**src/rtl/uart_rx_frame_parser_pkg.sv**
```systemverilog
// Shared constants and state encoding for the point-stream UART framer/parser pair.
// The matching transmit-side framer uses the same byte values.
package uart_rx_frame_parser_pkg;

    localparam logic [7:0] SOF0 = 8'h53;
    localparam logic [7:0] SOF1 = 8'h54;
    localparam logic [7:0] EOF0 = 8'h45;
    localparam logic [7:0] EOF1 = 8'h4E;
    localparam logic [7:0] EOF2 = 8'h44;

    localparam int FRAME_LEN   = 9;
    localparam int PAYLOAD_LEN = 4;
    localparam int IDX_W       = 3;

    typedef enum logic [2:0] {
        ST_IDLE  = 3'd0,
        ST_GOT_S = 3'd1,
        ST_DATA  = 3'd2,
        ST_GOT_E = 3'd3,
        ST_GOT_N = 3'd4
    } parse_state_t;

    // A bad trailer byte that is itself a start byte is treated as the next frame's header.
    function automatic parse_state_t abort_state(input logic [7:0] b);
        return (b == SOF0) ? ST_GOT_S : ST_IDLE;
    endfunction

endpackage

```
**src/rtl/uart_rx_frame_parser_idle_timer.sv**
```systemverilog
// Inter-byte idle timer: reloads on clr, counts down while en, and flags the
// cycle in which the count would reach zero. LOAD = 0 disables expiry.
module uart_rx_idle_timer #(
    parameter int unsigned LOAD = 20000
) (
    input  logic clk,
    input  logic rst_n,
    input  logic clr,
    input  logic en,
    output logic expire
);

    localparam int unsigned W = (LOAD < 2) ? 1 : $clog2(LOAD + 1);

    logic [W-1:0] count;

    always_ff @(posedge clk or negedge rst_n) begin
        if (!rst_n) begin
            count <= '0;
        end else if (clr) begin
            count <= W'(LOAD);
        end else if (en && (count != '0)) begin
            count <= count - 1'b1;
        end
    end

    // Terminal count: the state change lands exactly LOAD cycles after the last reload.
    assign expire = en && !clr && (count == W'(1));

endmodule

```
**src/rtl/uart_rx_frame_parser.sv**
```systemverilog
// Parses "ST" + 4 payload bytes + "END" frames from a UART RX byte stream and
// publishes the X/Y point carried in each valid frame.
//
// state    | meaning
// ---------+------------------------------------------------------------
// IDLE     | hunting for 'S'
// GOT_S    | 'S' seen, expecting 'T' (repeated 'S' stays here)
// DATA     | collecting payload; idx == 4 means payload full, expecting 'E'
// GOT_E    | 'E' seen, expecting 'N'
// GOT_N    | 'N' seen, expecting 'D'
module uart_rx_frame_parser
    import uart_rx_frame_parser_pkg::*;
#(
    parameter int unsigned TIMEOUT_CYCLES = 20000,
    parameter int unsigned CNT_W          = 16
) (
    input  logic             CLK,
    input  logic             RST_N,
    input  logic [7:0]       RX_BYTE,
    input  logic             RX_DV,
    output logic [15:0]      POINTS_H,
    output logic [15:0]      POINTS_V,
    output logic             FRAME_VALID,
    output logic             FRAME_ERR,
    output logic [CNT_W-1:0] FRAME_CNT,
    output logic [7:0]       ERR_CNT,
    output logic             BUSY
);

    parse_state_t     state, state_nxt;
    logic [IDX_W-1:0] idx, idx_nxt;
    logic [31:0]      data_sr, data_sr_nxt;
    logic             valid_nxt;
    logic             err_nxt;
    logic             tmr_expire;

    uart_rx_idle_timer #(
        .LOAD (TIMEOUT_CYCLES)
    ) u_idle_timer (
        .clk    (CLK),
        .rst_n  (RST_N),
        .clr    (RX_DV),
        .en     (state != ST_IDLE),
        .expire (tmr_expire)
    );

    always_ff @(posedge CLK or negedge RST_N) begin
        if (!RST_N) begin
            state   <= ST_IDLE;
            idx     <= '0;
            data_sr <= '0;
        end else begin
            state   <= state_nxt;
            idx     <= idx_nxt;
            data_sr <= data_sr_nxt;
        end
    end

    always_comb begin
        state_nxt   = state;
        idx_nxt     = idx;
        data_sr_nxt = data_sr;
        valid_nxt   = 1'b0;
        err_nxt     = 1'b0;
        if (RX_DV) begin
            unique case (state)
                ST_IDLE: begin
                    if (RX_BYTE == SOF0) state_nxt = ST_GOT_S;
                end
                ST_GOT_S: begin
                    if (RX_BYTE == SOF1) begin
                        state_nxt = ST_DATA;
                        idx_nxt   = '0;
                    end else if (RX_BYTE != SOF0) begin
                        state_nxt = ST_IDLE;
                    end
                end
                ST_DATA: begin
                    if (idx != IDX_W'(PAYLOAD_LEN)) begin
                        data_sr_nxt = {data_sr[23:0], RX_BYTE};
                        idx_nxt     = idx + 1'b1;
                    end else if (RX_BYTE == EOF0) begin
                        state_nxt = ST_GOT_E;
                    end else begin
                        err_nxt   = 1'b1;
                        state_nxt = abort_state(RX_BYTE);
                    end
                end
                ST_GOT_E: begin
                    if (RX_BYTE == EOF1) begin
                        state_nxt = ST_GOT_N;
                    end else begin
                        err_nxt   = 1'b1;
                        state_nxt = abort_state(RX_BYTE);
                    end
                end
                ST_GOT_N: begin
                    if (RX_BYTE == EOF2) begin
                        valid_nxt = 1'b1;
                        state_nxt = ST_IDLE;
                    end else begin
                        err_nxt   = 1'b1;
                        state_nxt = abort_state(RX_BYTE);
                    end
                end
                default: state_nxt = ST_IDLE;
            endcase
        end else if (tmr_expire) begin
            // An unconfirmed header times out silently; a started frame is an error.
            state_nxt = ST_IDLE;
            err_nxt   = (state != ST_GOT_S) && (state != ST_IDLE);
        end
    end

    always_ff @(posedge CLK or negedge RST_N) begin
        if (!RST_N) begin
            POINTS_H    <= '0;
            POINTS_V    <= '0;
            FRAME_VALID <= 1'b0;
            FRAME_ERR   <= 1'b0;
            FRAME_CNT   <= '0;
            ERR_CNT     <= '0;
        end else begin
            FRAME_VALID <= valid_nxt;
            FRAME_ERR   <= err_nxt;
            if (valid_nxt) begin
                POINTS_H  <= data_sr[31:16];
                POINTS_V  <= data_sr[15:0];
                FRAME_CNT <= FRAME_CNT + 1'b1;
            end
            if (err_nxt && (ERR_CNT != 8'hFF)) begin
                ERR_CNT <= ERR_CNT + 1'b1;
            end
        end
    end

    assign BUSY = (state != ST_IDLE);

endmodule
```
**config.mk**
```make
export PLATFORM = sky130hd
export DESIGN_NAME = uart_rx_frame_parser
export DESIGN_NICKNAME = d
export VERILOG_FILES = /design/src/rtl/uart_rx_frame_parser_pkg.sv /design/src/rtl/uart_rx_frame_parser_idle_timer.sv /design/src/rtl/uart_rx_frame_parser.sv
export SDC_FILE = /design/constraint.sdc
export NUM_CORES = 1
export LEC_CHECK = 0
export ABC_AREA = 0
export CORE_UTILIZATION = 45
export CTS_BUF_LIST = sky130_fd_sc_hd__clkbuf_16
export DETAILED_ROUTE_END_ITERATION = 16
export PLACE_DENSITY = 0.68
export SLEW_MARGIN = 20
export SYNTH_ARGS = -nofsm -noshare
export SYNTH_HDL_FRONTEND = slang
export SYNTH_SLANG_ARGS = --single-unit
```
**constraint.sdc**
```tcl
create_clock -name CLK -period 4.6 [get_ports CLK]
set_clock_uncertainty 0.2 [all_clocks]
set_input_delay 1.15 -clock CLK [delete_from_list [all_inputs] [get_ports CLK]]
set_output_delay 1.15 -clock CLK [all_outputs]
set_load 0.01 [all_outputs]
```
* Word level (Yosys, flattened, before mapping) *
Index checks and enable logic that the tools add are counted.

word-level totals
  register bits after elaboration = 111
  latch bits = 0
  bits in writable memories = 0
  memory bits (read-only) = 0
  bits of input ports = 11
  output and inout bits = 59
  word-level logic and storage cells = 74
  memories kept = 0

operators by class
  $add $sub $neg = 4
  multipliers = 0
  divide/modulo/power cells = 0
  order comparisons = 0
  eq/ne operators = 19
  shift-type cells = 0
  muxes and demuxes = 26
  bitwise operators = 0
  reduce and logical (&&, ||, !) cells = 15

operators by type and width
  operator                                                number
  == test 8 x 7 -> 1 bit (second input constant)          5
  2-to-1 mux 15 bit                                       2
  2-to-1 mux 3 bit                                        9
  adder 16 x 1 -> 16 bit (second input constant)          1
  == test 15 x 1 -> 1 bit (second input constant)         1
  one-hot mux 3 bit (5 select lines)                      1
  nonzero test 15 bit                                     1
  subtractor 15 x 1 -> 15 bit (second input constant)     1
  2-to-1 mux 1 bit                                        11
  inequality test 3 bit (second input constant)           3
  adder 8 x 1 -> 8 bit (second input constant)            1
  inequality test 8 x 7 -> 1 bit (second input constant)  1
  inequality test 8 bit (second input constant)           1
  AND reduction 4 bit                                     2
  == test 3 x 2 -> 1 bit (second input constant)          2
  one-hot mux 3 bit (2 select lines)                      1
  nonzero test 2 bit                                      3
  logical AND 1 bit                                       5
  inequality test 2 bit (second input constant)           2
  inequality test 4 bit (second input constant)           1
  adder 3 x 1 -> 3 bit (second input constant)            1
  == test 3 x 1 -> 1 bit (second input constant)          1
  == test 3 bit (second input constant)                   1
  logical NOT 3 bit                                       1
  other kinds (6)                                         6

* Depth between registers and ports, before layout *
  word-level depth = 6
  gate-level depth with buffers = 7
  depth with buffers taken out = 7

* Hierarchy *
From an unflattened synthesis, not the netlist that was laid out.

second synthesis, totals
  cell total of the unflattened synthesis = 453
  area total of the unflattened synthesis = 4967.3 um^2

by module, submodules not included
  module                times used  cells each  area each (um^2)  seq. area each (um^2)
  uart_rx_frame_parser  1           363         4076.4            2402.3
  uart_rx_idle_timer    1           90          890.9             375.4

* Worst setup path after synthesis *
Ideal clock, no wire load.

  path kind = input to register
  from = input port RX_BYTE[5]
  to = register state[0]
  setup time = 120 ps
  arrival = 2797 ps
  required time = 4280 ps
  path slack = 1483 ps
  stages = 5
  buffers on the path = 0
  cell sequence = or4bb_1 -> o21a_1 -> o311ai_0 -> a2111oi_0 -> a31o_2

on the way
  longest elaborated chain between the ends = 6
  elaborated cells between the ends (all ways) = 17
  classes of those cells = eq/ne (8); mux (8); reduce/logical (1)

RTL lines
  what                                RTL line                                                    RTL
  start, declared                     uart_rx_frame_parser.sv:19                                  input logic [7:0] RX_BYTE,
  == test 8 x 7 -> 1 bit              uart_rx_frame_parser_pkg.sv:25, uart_rx_frame_parser.sv:68
  2-to-1 mux 1 bit                    uart_rx_frame_parser_pkg.sv:25                              return (b == SOF0) ? ST_GOT_S : ST_IDLE;
  2-to-1 mux 2 bit                    uart_rx_frame_parser.sv:82                                  end else if (RX_BYTE == EOF0) begin
  2-to-1 mux 3 bit                    uart_rx_frame_parser.sv:79                                  if (idx != IDX_W'(PAYLOAD_LEN)) begin
  one-hot mux 3 bit (5 select lines)  uart_rx_frame_parser.sv:66                                  unique case (state)
  2-to-1 mux 3 bit                    uart_rx_frame_parser.sv:65                                  if (RX_DV) begin
  end signal, assigned                uart_rx_frame_parser.sv:53                                  state <= state_nxt;
  end, declared                       uart_rx_frame_parser.sv:30                                  parse_state_t state, state_nxt;

Parallel ways exist; a longest one is shown, timed or not. The select of a mux whose other input is x is not followed.
A chain may end at the register's enable or synchronous reset.

* Worst setup path in the final report *
  from = input port RX_BYTE[0]
  to = register state[0]

The elaborated chain is that of the path after synthesis.

==> results.json <==
{
  "period_minus_slack_ns": 3.53,
  "synth_top_flop_cell": "dfrtp_1",
  "worst_pin_slew_ns": 0.862,
  "cts-hold-fix-buffers": 0,
  "cp_max_fo": 6,
  "p_seq_share_pct": 51.1,
  "hpwl_mm": 6.76,
  "clkTransAtPathRegs_ns": 0.07,
  "rsz0062_at_grt": "false",
  "track_usage_pct": 18.5,
  "syn2layout_area_growth_pct": 23.1,
  "worstPathArrival_ns": 3.55,
  "clock_path_buffers": 2,
  "synth_edf_count": 0,
  "status": "finished clean",
  "swShare_pct": 27.3,
  "yosys.area_share.simple_pct": 20.5,
  "synth_top_family_by_area": "simple AND/OR/NAND/NOR gates",
  "dieArea_mm2": 0.0113,
  "post_cts_resized": 0,
  "io_buffers": 69,
  "drc": 0,
  "cts_tree": "yes",
  "finalSetupTns_ns": 0,
  "worstHoldPathType": "reg -> reg",
  "p_int_uw": 1520,
  "leakage_uw": 0.00282,
  "rows": 37,
  "setup_viol": 0,
  "async_reset_ff_share_pct": 100,
  "crit_required_ns": 4.63,
  "synth_mux_area_share_pct": 8.56,
  "h-tree-depth": 3,
  "num_antenna_cells": 0,
  "ir_drop_v": 0.000247,
  "grt-ovfl-total": 0,
  "synth-adder-area-share_pct": 1.53,
  "finalNetCount": 540,
  "gp_congestion": 0.823,
  "clock-sinks": 111,
  "post_drt_wl_per_cell_um": 14.5,
  "switchingPower_uw": 569,
  "hold_viol": 0,
  "root_buffer": "clkbuf_16",
  "via_count": 3472,
  "grt_first_pass_wirelength_mm": 16.7,
  "relSlewSlack_pct": 42.5,
  "synth_seq_cells": 111,
  "place_area_mm2": 0.00574,
  "start_util_pct": 47.0,
  "yosys_warnings": 0,
  "totalWireLength_mm": 9.65,
  "final_cell_area_mm2": 0.00603,
  "final_util_pct": 57.9,
  "synth_seq_area_share_pct": 56.7,
  "coreArea_mm2": 0.0104,
  "cts_buffers": 9,
  "ios": 70,
  "grt_max_degree": 68,
  "syn-num-nets": 472,
  "vias_per_cell": 5.23,
  "slew_viol_final": 0,
  "drv_cap": 0,
  "grt_pass1_vias": 3444,
  "powerDensity_mw_per_mm2": 346,
  "clkPwrFrac_pct": 36.4,
  "antenna_found_initial": 0,
  "ant_nets": 0,
  "post-place-ws_ns": 0.784,
  "drive_gt1_share_pct": 12.9,
  "drt-initial-drc-count": 114,
  "multi_input_area_mm2": 0.00203,
  "ys_types": 55,
  "fin_ws_ns": 1.07,
  "synthesis.area_mm2": 0.00490,
  "worst-setup-path-type": "in -> reg",
  "synth_xor_area_share_pct": 5.19,
  "synth-compound-area-share_pct": 5.64,
  "pwr-share-comb_pct": 12.5,
  "fp.dieW_um": 106,
  "timing.fmax_mhz": 284,
  "cp-start-kind": "input port",
  "syn_inst": 455,
  "dr.pass1.iters": 4,
  "min_period_over_period_pct": 76.6,
  "layout.cells.non_filler": 664,
  "syn_avg_cell_area_um2": 10.8,
  "dpl.cell_count": 648,
  "seqCellArea_mm2": 0.00278,
  "nFillCells": 920,
  "insertion_delay_ns": 0.35,
  "dieHeight_um": 106,
  "crit_path_end_kind": "flop",
  "postCtsSetupRepairBufs": 0
}
==> worst max-delay path, stage by stage <==
cell,delay (ns)
clkdlybuf4s50_1,0.54
or4bb_1,0.56
o21a_1,0.19
o311ai_0,0.60
a2111oi_0,0.26
a31o_2,0.26
==> cell usage in the layout, fill, tap and decap left out, types with 2 or more instances in the layout <==
cell type and instances:
o21ai_1 3, xor2_1 12, a21oi_1 4, or4bb_1 3, o211ai_2 2, clkbuf_16 9, mux2_2 33, clkdlybuf4s50_1 68
nor2b_1 2, nor3b_1 3, o21a_1 2, o31ai_1 2, o2111ai_1 3, inv_8 3, nand3_1 13, nor4b_1 2
nor3_1 8, dfrtp_1 111, or2_2 5, xnor2_1 17, and3_1 2, nor4_1 5, or4_1 3, o21ai_0 10
or3_1 4, inv_1 8, mux2_1 2, and2_1 2, inv_6 2, nand2_1 115, nand4_1 8, nor2_1 23
buf_4 5, ha_1 6, nand2b_1 3
==> kinds of logic after synthesis <==
| logic type | count (synthesis) |
|---|---|
| AND/OR/NAND/NOR | 210 |
| flip-flops | 111 |
| AO/OA/AOI/OAI | 38 |
| multiplexers | 37 |
| adder cells (fa/ha/maj) | 6 |
| buffers and inverters | 24 |
| XOR/XNOR | 29 |
==> cell usage after synthesis, drive strengths merged, types with 2 or more instances <==
cell | count | area share [%]
nor3 | 8 | 0.82
o211ai | 3 | 0.66
mux2 | 36 | 8.4
nor2 | 23 | 1.8
inv | 7 | 0.54
clkbuf | 16 | 1.2
ha | 6 | 1.5
nor4 | 6 | 0.89
nand3 | 13 | 1.3
xor2 | 12 | 2.1
or4 | 4 | 0.69
o31ai | 2 | 0.31
or3 | 4 | 0.51
or4bb | 3 | 0.69
or4b | 2 | 0.41
and2 | 2 | 0.26
nand2b | 3 | 0.38
o2111ai | 3 | 0.54
and3 | 2 | 0.26
o21a | 2 | 0.31
nor4b | 2 | 0.36
a21oi | 4 | 0.41
nand2 | 115 | 8.8
o21ai | 14 | 1.7
nand4 | 8 | 1.0
or2 | 5 | 0.64
nor3b | 3 | 0.46
xnor2 | 17 | 3.0
dfrtp | 111 | 57
nor2b | 2 | 0.26
==> power groups by stage <==
stage / Clock (µW) / Sequential, µW / Combinational, µW
4_1_cts: 780 / 1070 / 262
2_1_floorplan: 0 / 1060 / 194
6_report: 758 / 1070 / 261
3_5_place_dp: 0 / 1080 / 258
3_3_place_gp: 0 / 1080 / 251
5_1_grt: 819 / 1070 / 295
==> area by class of cell <==
cell class	count	area share, %
Timing Repair Buffer	74	12.2
Tap cell	136	2.82
Clock buffer	9	3.74
Inverter	7	0.436
Sequential cell	111	46.1
Multi-Input combinational cell	320	33.6
Clock inverter	7	1.06
==> worst paths after layout <==
| kind | start | to | slack [ns] | cells past startpoint |
|---|---|---|---|---|
| worst max-delay path | RX_BYTE[0] | state[0] | 1.07 | 6 |
| worst min-delay path | POINTS_H[3] | POINTS_H[3] | 0.26 | 2 |
| worst max register to register | u_idle_timer.count[9] | state[0] | 1.77 | 5 |
| worst min register to register | POINTS_H[3] | POINTS_H[3] | 0.26 | 2 |
| max in group asynchronous | RST_N | data_sr[1] | 2.76 | 2 |
| min in group asynchronous | RST_N | POINTS_H[12] | 0.70 | 1 |
==> flip-flops by register name (all words and copies together), names as in the netlist <==
signal,count
POINTS_H,16
POINTS_V,16
FRAME_ERR,1
state,3
u_idle_timer.count,15
ERR_CNT,8
idx,3
data_sr,32
FRAME_CNT,16
FRAME_VALID,1
==> layer usage <==
| metal | GRT usage, % | share of wire, % | vias to the layer above |
|---|---|---|---|
| met3 | 2.76 | 3.2 | 17 |
| met2 | 29.6 | 47 | 69 |
| met4 | 6.25 | 1.4 | 0 |
| met5 | 0 | 0 | - |
| met1 | 25.7 | 48 | 1681 |
| li1 | - | - | 1705 |
==> stage by stage <==
stage	hold slack [ns]	power, µW
5_1_grt	0.298	2190
6_report	0.264	2090
3_3_place_gp	0.249	1330
2_1_floorplan	0.240	1260
3_5_place_dp	0.254	1340
4_1_cts	0.262	2110
No activity file was read; power rests on OpenSTA's default activity.
